--- src/rtl/washing_plant_pkg.sv ---
// Shared constants for the washing-machine plant model: default durations,
// fault-cause bit positions and a width helper for the phase timers.
package washing_plant_pkg;

  localparam int LEVEL_MAX_DEF   = 8;
  localparam int SOAP_CYCLES_DEF = 3;
  localparam int WASH_CYCLES_DEF = 6;
  localparam int SPIN_CYCLES_DEF = 4;
  localparam int CNT_W_DEF       = 8;

  // Bit positions inside the per-cycle fault-cause vector.
  localparam int FLT_VALVES = 0;  // fill and drain valves open together
  localparam int FLT_MOTOR  = 1;  // drum driven with the door unlocked
  localparam int FLT_PHASE  = 2;  // soap and rinse phases claimed together
  localparam int FLT_N      = 3;

  typedef logic [FLT_N-1:0] fault_cause_t;

  // Bits needed to hold a count of 0..limit.
  function automatic int timer_width(input int limit);
    return (limit < 1) ? 1 : $clog2(limit + 1);
  endfunction

endpackage

--- src/rtl/washing_plant_phase_timer.sv ---
// Saturating phase timer: counts enabled cycles up to LIMIT; clear wins over
// count. The expired flag is registered from the post-update count.
module phase_timer
  import washing_plant_pkg::*;
#(
  parameter int LIMIT = 4
) (
  input  logic clk,
  input  logic reset,
  input  logic count_en,
  input  logic clear,
  output logic expired
);

  localparam int W = timer_width(LIMIT);
  localparam logic [W-1:0] LIM = W'(LIMIT);

  logic [W-1:0] count;
  logic [W-1:0] count_next;

  // Next count: clear has priority, otherwise increment until saturated.
  always_comb begin
    count_next = count;
    if (clear) begin
      count_next = '0;
    end else if (count_en && (count != LIM)) begin
      count_next = count + 1'b1;
    end
  end

  // Count register and registered expiry flag.
  always_ff @(posedge clk) begin
    if (!reset) begin
      count   <= '0;
      expired <= 1'b0;
    end else begin
      count   <= count_next;
      expired <= (count_next == LIM);
    end
  end

endmodule

--- src/rtl/washing_plant.sv ---
// Behavioural washing-machine plant: turns controller actuator commands into
// tank level, dispense/agitation/spin timeouts, a sticky fault flag and a
// completed-cycle counter. All outputs respond one cycle after the command.
module washing_plant
  import washing_plant_pkg::*;
#(
  parameter int LEVEL_MAX   = LEVEL_MAX_DEF,
  parameter int SOAP_CYCLES = SOAP_CYCLES_DEF,
  parameter int WASH_CYCLES = WASH_CYCLES_DEF,
  parameter int SPIN_CYCLES = SPIN_CYCLES_DEF,
  parameter int CNT_W       = CNT_W_DEF
) (
  input  logic                             clk,
  input  logic                             reset,
  input  logic                             door_lock,
  input  logic                             motor_on,
  input  logic                             fill_value_on,
  input  logic                             drain_value_on,
  input  logic                             soap_wash,
  input  logic                             water_wash,
  input  logic                             done,
  output logic                             filled,
  output logic                             drained,
  output logic                             detergent_added,
  output logic                             cycle_timeout,
  output logic                             spin_timeout,
  output logic                             fault,
  output logic [$clog2(LEVEL_MAX+1)-1:0]   level,
  output logic [CNT_W-1:0]                 done_count
);

  localparam int LW = $clog2(LEVEL_MAX + 1);
  localparam logic [LW-1:0] LVL_FULL = LW'(LEVEL_MAX);

  logic [LW-1:0] level_next;
  fault_cause_t  cause;
  logic          done_prev;
  logic          motor_clear;

  // Tank level: one step per cycle on a single open valve, saturating at
  // empty and full; both valves or neither leave the level alone.
  always_comb begin
    level_next = level;
    case ({fill_value_on, drain_value_on})
      2'b10:   if (level != LVL_FULL) level_next = level + 1'b1;
      2'b01:   if (level != '0)       level_next = level - 1'b1;
      default: level_next = level;
    endcase
  end

  // Illegal actuator combinations seen this cycle.
  always_comb begin
    cause             = '0;
    cause[FLT_VALVES] = fill_value_on & drain_value_on;
    cause[FLT_MOTOR]  = motor_on & ~door_lock;
    cause[FLT_PHASE]  = soap_wash & water_wash;
  end

  // Level, full/empty flags, sticky fault and completed-cycle counter.
  always_ff @(posedge clk) begin
    if (!reset) begin
      level      <= '0;
      filled     <= 1'b0;
      drained    <= 1'b1;
      fault      <= 1'b0;
      done_prev  <= 1'b0;
      done_count <= '0;
    end else begin
      level     <= level_next;
      filled    <= (level_next == LVL_FULL);
      drained   <= (level_next == '0);
      fault     <= fault | (|cause);
      done_prev <= done;
      if (done && !done_prev) begin
        done_count <= done_count + 1'b1;
      end
    end
  end

  // Agitation and spin only make sense with the drum running behind a
  // locked door; losing either restarts them.
  assign motor_clear = ~motor_on | ~door_lock;

  phase_timer #(.LIMIT(SOAP_CYCLES)) u_soap (
    .clk      (clk),
    .reset    (reset),
    .count_en (soap_wash),
    .clear    (~soap_wash),
    .expired  (detergent_added)
  );

  // Agitation needs a full tank and a closed drain; losing only those holds.
  phase_timer #(.LIMIT(WASH_CYCLES)) u_wash (
    .clk      (clk),
    .reset    (reset),
    .count_en (motor_on & door_lock & filled & ~drain_value_on),
    .clear    (motor_clear),
    .expired  (cycle_timeout)
  );

  phase_timer #(.LIMIT(SPIN_CYCLES)) u_spin (
    .clk      (clk),
    .reset    (reset),
    .count_en (motor_on & door_lock & drain_value_on),
    .clear    (motor_clear),
    .expired  (spin_timeout)
  );

endmodule

--- config.mk ---
export PLATFORM = sky130hd
export DESIGN_NAME = washing_plant
export DESIGN_NICKNAME = d
export VERILOG_FILES = /design/src/rtl/washing_plant_pkg.sv /design/src/rtl/washing_plant_phase_timer.sv /design/src/rtl/washing_plant.sv
export SDC_FILE = /design/constraint.sdc
export NUM_CORES = 1
export LEC_CHECK = 0
export ABC_CLOCK_PERIOD_IN_PS = 3900
export CORE_MARGIN = 2
export CORE_UTILIZATION = 39
export DETAILED_ROUTE_END_ITERATION = 12
export DONT_BUFFER_PORTS = 1
export HOLD_SLACK_MARGIN = 0.15
export PLACE_DENSITY_LB_ADDON = 0.2
export SLEW_MARGIN = 0
export SYNTH_ARGS = -nofsm -noshare
export SYNTH_HDL_FRONTEND = slang
export SYNTH_SLANG_ARGS = --single-unit
--- constraint.sdc ---
create_clock -name clk -period 3.9 [get_ports clk]
set_input_delay 0.78 -clock clk [delete_from_list [all_inputs] [get_ports clk]]
set_output_delay 0.78 -clock clk [all_outputs]
set_load 0.01 [all_outputs]
# Yosys cells after proc, flatten, opt, wreduce, memory -nomap -nowiden
# Cells that the tools add are included.
totals:
  input_bits: 9
  mem_bits_rw: 0
  output_inout_bits: 18
  memories: 0
  wordCells: 57
  romBits: 0
  latchBits: 0
  reg_bits: 27
classes:
  n_addsub: 6
  muxes: 9
  n_shift: 0
  div: 0
  n_mul: 0
  n_bitwise: 12
  n_reduce_logical: 8
  n_lt_le_gt_ge: 0
  eq_ne: 10
op_table:
  columns: ["operator", "n"]
  rows:
  - ["3-bit 2-to-1 mux", 4]
  - ["8-bit by 1-bit adder with 8-bit output, second input constant", 1]
  - ["4-bit 2-to-1 mux", 2]
  - ["4-bit one-hot mux with 2 select lines", 1]
  - ["1-bit bitwise AND", 7]
  - ["3-bit by 1-bit adder with 3-bit output, second input constant", 2]
  - ["3-bit equality test, second input constant", 2]
  - ["3-bit inequality test, second input constant", 2]
  - ["4-bit by 1-bit adder with 4-bit output, second input constant", 1]
  - ["2-bit equality test, second input constant", 2]
  - ["4-bit equality test, second input constant", 1]
  - ["1-bit logical AND", 4]
  - ["4-bit logical NOT", 1]
  - ["2-bit 2-to-1 mux", 2]
  - ["4-bit inequality test, second input constant", 1]
  - ["4-bit nonzero test", 1]
  - ["4-bit by 1-bit subtractor with 4-bit output, second input constant", 1]
  - ["1-bit NOT", 3]
  - ["3-bit OR reduction", 1]
  - ["2-bit by 1-bit adder with 2-bit output, second input constant", 1]
  - ["2-bit by 1-bit equality test with 1-bit output, second input constant", 1]
  - ["2-bit inequality test, second input constant", 1]
  - ["1-bit bitwise OR", 2]
  - ["1-bit logical NOT", 1]

# Logic depth before layout (Yosys ltp)
logic_depth:
  depth_word: 7
  mapped_depth: 7
  mapped_depth_nobuf: 7

# By module
# Synthesis repeated with hierarchy kept, for this count alone.
hier_totals:
  hier_cells: 157
  hier_area_um2: 1426.4
modules_own_cells:
  columns: ["mod", "n_inst", "cells_each", "area_per_inst_um2", "seq_area_each_um2"]
  rows:
  - ["washing_plant", 1, 104, 889.6, 320.3]
  - ["phase_timer at u_spin", 1, 20, 206.4, 80.1]
  - ["phase_timer at u_wash", 1, 19, 200.2, 80.1]
  - ["phase_timer at u_soap", 1, 14, 130.1, 60.1]

# Worst setup path before layout
# OpenSTA, ideal clock, no wires.
synth_timing:
  path_type: "input to register"
  from: "input port fill_value_on"
  to: "register filled"
  arrival_ns: 1.794
  path_stages: 7
  slack_ns: 1.990
  setup_ns: 0.116
  n_path_buf: 0
  t_required_ns: 3.784
  cell_sequence: "inv_1 -> ha_1 -> inv_1 -> o31a_1 -> o22ai_1 -> a21o_1 -> and3b_1"
synth_via:
  elab_chain_len: 3
  elab_cells_between_ends: 4
  cone_classes: "eq/ne (3); mux (1)"
synth_rtl:
  columns: ["element", "line", "source"]
  rows:
  - ["start, declared", "washing_plant.sv:17", "input logic fill_value_on,"]
  - ["2-bit by 1-bit equality test with 1-bit output or 2-bit equality test (tied branches)", "washing_plant.sv:44", "case ({fill_value_on, drain_value_on})"]
  - ["4-bit one-hot mux with 2 select lines (*)", "washing_plant.sv:44", null]
  - ["4-bit equality test (*)", "washing_plant.sv:70", "filled <= (level_next == LVL_FULL);"]
  - ["end signal, assigned", "washing_plant.sv:70", null]
  - ["end, declared", "washing_plant.sv:22", "output logic filled,"]
# Mark *: on every way between the ends. The rest lies on a longest branch, timed or not.
# A chain may end at the register's enable or synchronous reset.

# Worst setup path after layout
layout_timing:
  from: "register level[0]"
  to: "register filled"
layout_via:
  elab_chain_len: 4
  elab_cells_between_ends: 8
  cone_classes: "add/sub (2); eq/ne (2); mux (3); reduce/logical (1)"
layout_rtl:
  columns: ["element", "line", "source"]
  rows:
  - ["start, declared", "washing_plant.sv:28", "output logic [$clog2(LEVEL_MAX+1)-1:0] level,"]
  - ["start signal, assigned", "washing_plant.sv:69", "level <= level_next;"]
  - ["4-bit by 1-bit subtractor with 4-bit output (tied with other cells)", "washing_plant.sv:46", "2'b01: if (level != '0) level_next = level - 1'b1;"]
  - ["4-bit 2-to-1 mux, on equally long branches", "washing_plant.sv:46, washing_plant.sv:45", null]
  - ["4-bit one-hot mux with 2 select lines (*)", "washing_plant.sv:44", null]
  - ["4-bit equality test (*)", "washing_plant.sv:70", null]
# Marks and branches as above.

==> results.ini <==
[detailed_routing]
vias=1040
drtPass1Iterations=4
drc=0
drt_iter0_markers=48
met3_length_um=115
wl_met2_um=1240
highest-signal-layer=met4
via_per_inst=5.28
wl_met1_um=1170
wl_um=2570
wl_per_cell_um=13.0
ant_nets=0

[synth]
async_flop_share_pct=0
synth_area_leaders=dfxtp_1, ha_1, nor2_1, xor2_1, inv_1
syn_area_um2=1340
yosysTopAreaCell=dfxtp_1
ys_seq_area_share_pct=40.3
ys.warnings.count=0
syn_inst=149
syn_area_per_cell_um2=9.00
synth-edff-count=0
synthFlopType=dfxtp_1
ys_ff_latch=27
syn_nets=169
yosysUniqueCellTypes=40
synth_top_area_share_pct=40.3

[power_and_ir_drop]
power_density_nw_per_um2=323
p_total_w=0.000457
leakage_nw=0.560
peakVddDrop_mv=0.124

[timing]
rsz0062_at_grt=no
timing.setup.tns_ns=0
maxSlewViolCount=0
max_freq_ghz=0.515
skew_ns=0.00128
tightestPinTransition_ns=0.510
finalSetupViolations=0
max-slew-margin-rel_pct=66.0
period_minus_slack_ns=1.94
fin_crit_sh_pct=49.8
finalHoldViolations=0

[worst_setup_path]
r2r_cells=7
cp-end-kind=flop
slowest_delay_ns=0.58
critPathMaxFanout=10
crit_required_ns=4.14
cp.arrival_ns=2.18
critical_path_class=flop to flop
cp_slowest_cell=dfxtp_1
cp_cell_sequence=inv_1 -> ha_1 -> nor3b_1 -> o31a_1 -> o22ai_1 -> a21o_1 -> and3b_1
critPathLaunchType=flop

[min_path]
hold_depth=1
hp-class=input pin to flop

[clock_tree]
cts-resized-gates=0
clk_pin_slew_ns=0.14
cts-root-buf=clkbuf_4
cts_sinks=27
cts_htree_levels=1
clock_path_buffers=2
cts_tree=yes
cts.hold.buffers_added=0
post_cts_buffers=0
clkLatencyLatePin_ns=0.32
cts_buffers=3

[layout]
fin_area_um2=1420
area_growth_pct=5.69
fin_nets=172
antenna_cells=0
final_core_util_pct=42.8
drive_gt1_share_pct=5.96

[outcome]
outcome=complete, no violations

[floorplanning]
die-area_um2=3920
initial_core_util_pct=40.5
die_h_um=62.6
die_w_um=62.6
io_pins=27
fp-row-count=21
coreArea_um2=3310

[global_route]
grt_max_degree=16
grt_overflow=0
grt_pass1_wl_um=4410
antenna_found_initial=0
grt_pass1_vias=998
grt.total_usage_pct=14.0

[placed_design]
dp_hpwl_um=1980
place_area_um2=1390
globalplace.congestion=0.904
portBuffers=0

[job]
maxCapViolCount=0

## metrics by stage
step                hold slack (ns)  setup WS (ns)  std cells
floorplan                     0.488           1.99        149
global placement              0.501           1.89        193
detailed placement            0.523           1.85        193
CTS                           0.519           1.94        197
global route                  0.503           1.81        197
finish                        0.527           1.96        197
## registers in the layout (all words and copies together), names as in the netlist
register        cells
filled              1
u_soap.expired      1
u_spin.expired      1
fault               1
u_wash.expired      1
drained             1
level               4
done_count          8
done_prev           1
u_soap.count        2
u_spin.count        3
u_wash.count        3
## area by class of cell
class                   instances  area [um^2]
inverters                      13         48.8
flip-flops and latches         27          541
fillers                       347         1890
multi-input cells             107          743
well taps                      46         57.6
clock inverters                 1         5.00
clock buffers                   3         22.5
## cell usage after synthesis (3+ instances only)
library cell	n
xor2_1	6
and3_1	3
nand2_1	7
nor3b_1	4
xnor2_1	3
a31oi_1	3
nand4_1	3
inv_1	13
nor3_1	4
a21oi_1	8
a211oi_1	3
ha_1	11
nor2_1	17
o21ai_0	5
dfxtp_1	27
nand3_1	3
## cells by family after synthesis
logic type,synth area share (%)
fa+ha+maj,10.3
xor+xnor,5.88
flops,40.3
mux,1.49
compound gates,15.3
simple gates,22.5
buf+inv,4.29
## where the power goes
group	switching, W	internal, W	total [W]	leakage [nW]
sequential	0.0000106	0.000284	0.000294	0.219
combinational	0.0000242	0.0000183	0.0000425	0.323
clock	0.0000824	0.0000385	0.000121	0.0177
## worst max-delay path: cells and delay by family, from the launching register on
family,cells,cell delay (ns)
AO/OA/AOI/OAI,3,0.55
adder cells (fa/ha/maj),1,0.28
buffers and inverters,1,0.08
flip-flops,1,0.58
AND/OR/NAND/NOR,2,0.36
## final timing paths
check	startpoint	endpoint	slack, ns
worst max-delay path	level[0]	filled	1.96
worst max register to register	level[0]	filled	1.96
worst min register to register	done_count[7]	done_count[7]	0.54
worst min-delay path	reset	drained	0.53
## routing by layer
| layer | GRT usage (%) | up-vias |
|---|---|---|
| met5 | 0 | - |
| met4 | 6.67 | 0 |
| met3 | 3.60 | 5 |
| met2 | 23.3 | 19 |
| met1 | 16.9 | 486 |
| li1 | - | 530 |
## layout by cell type (no fill, tap or decap), types with 2 or more instances in the layout
master and instances:
nor3_1 4, a31oi_1 3, ha_1 11, xor2_1 6, or3_1 2, nand4_1 3
clkbuf_4 3, nand2_2 2, nand2_1 7, nor2_1 17, dfxtp_1 27, xnor2_1 3
nand3_1 3, mux2i_1 2, nor3b_1 4, o21ai_0 5, a21oi_1 8, inv_1 13
and3_1 3, o2111ai_1 2, and2_1 2, a211oi_1 3
Power figures use the tool's default switching activity.
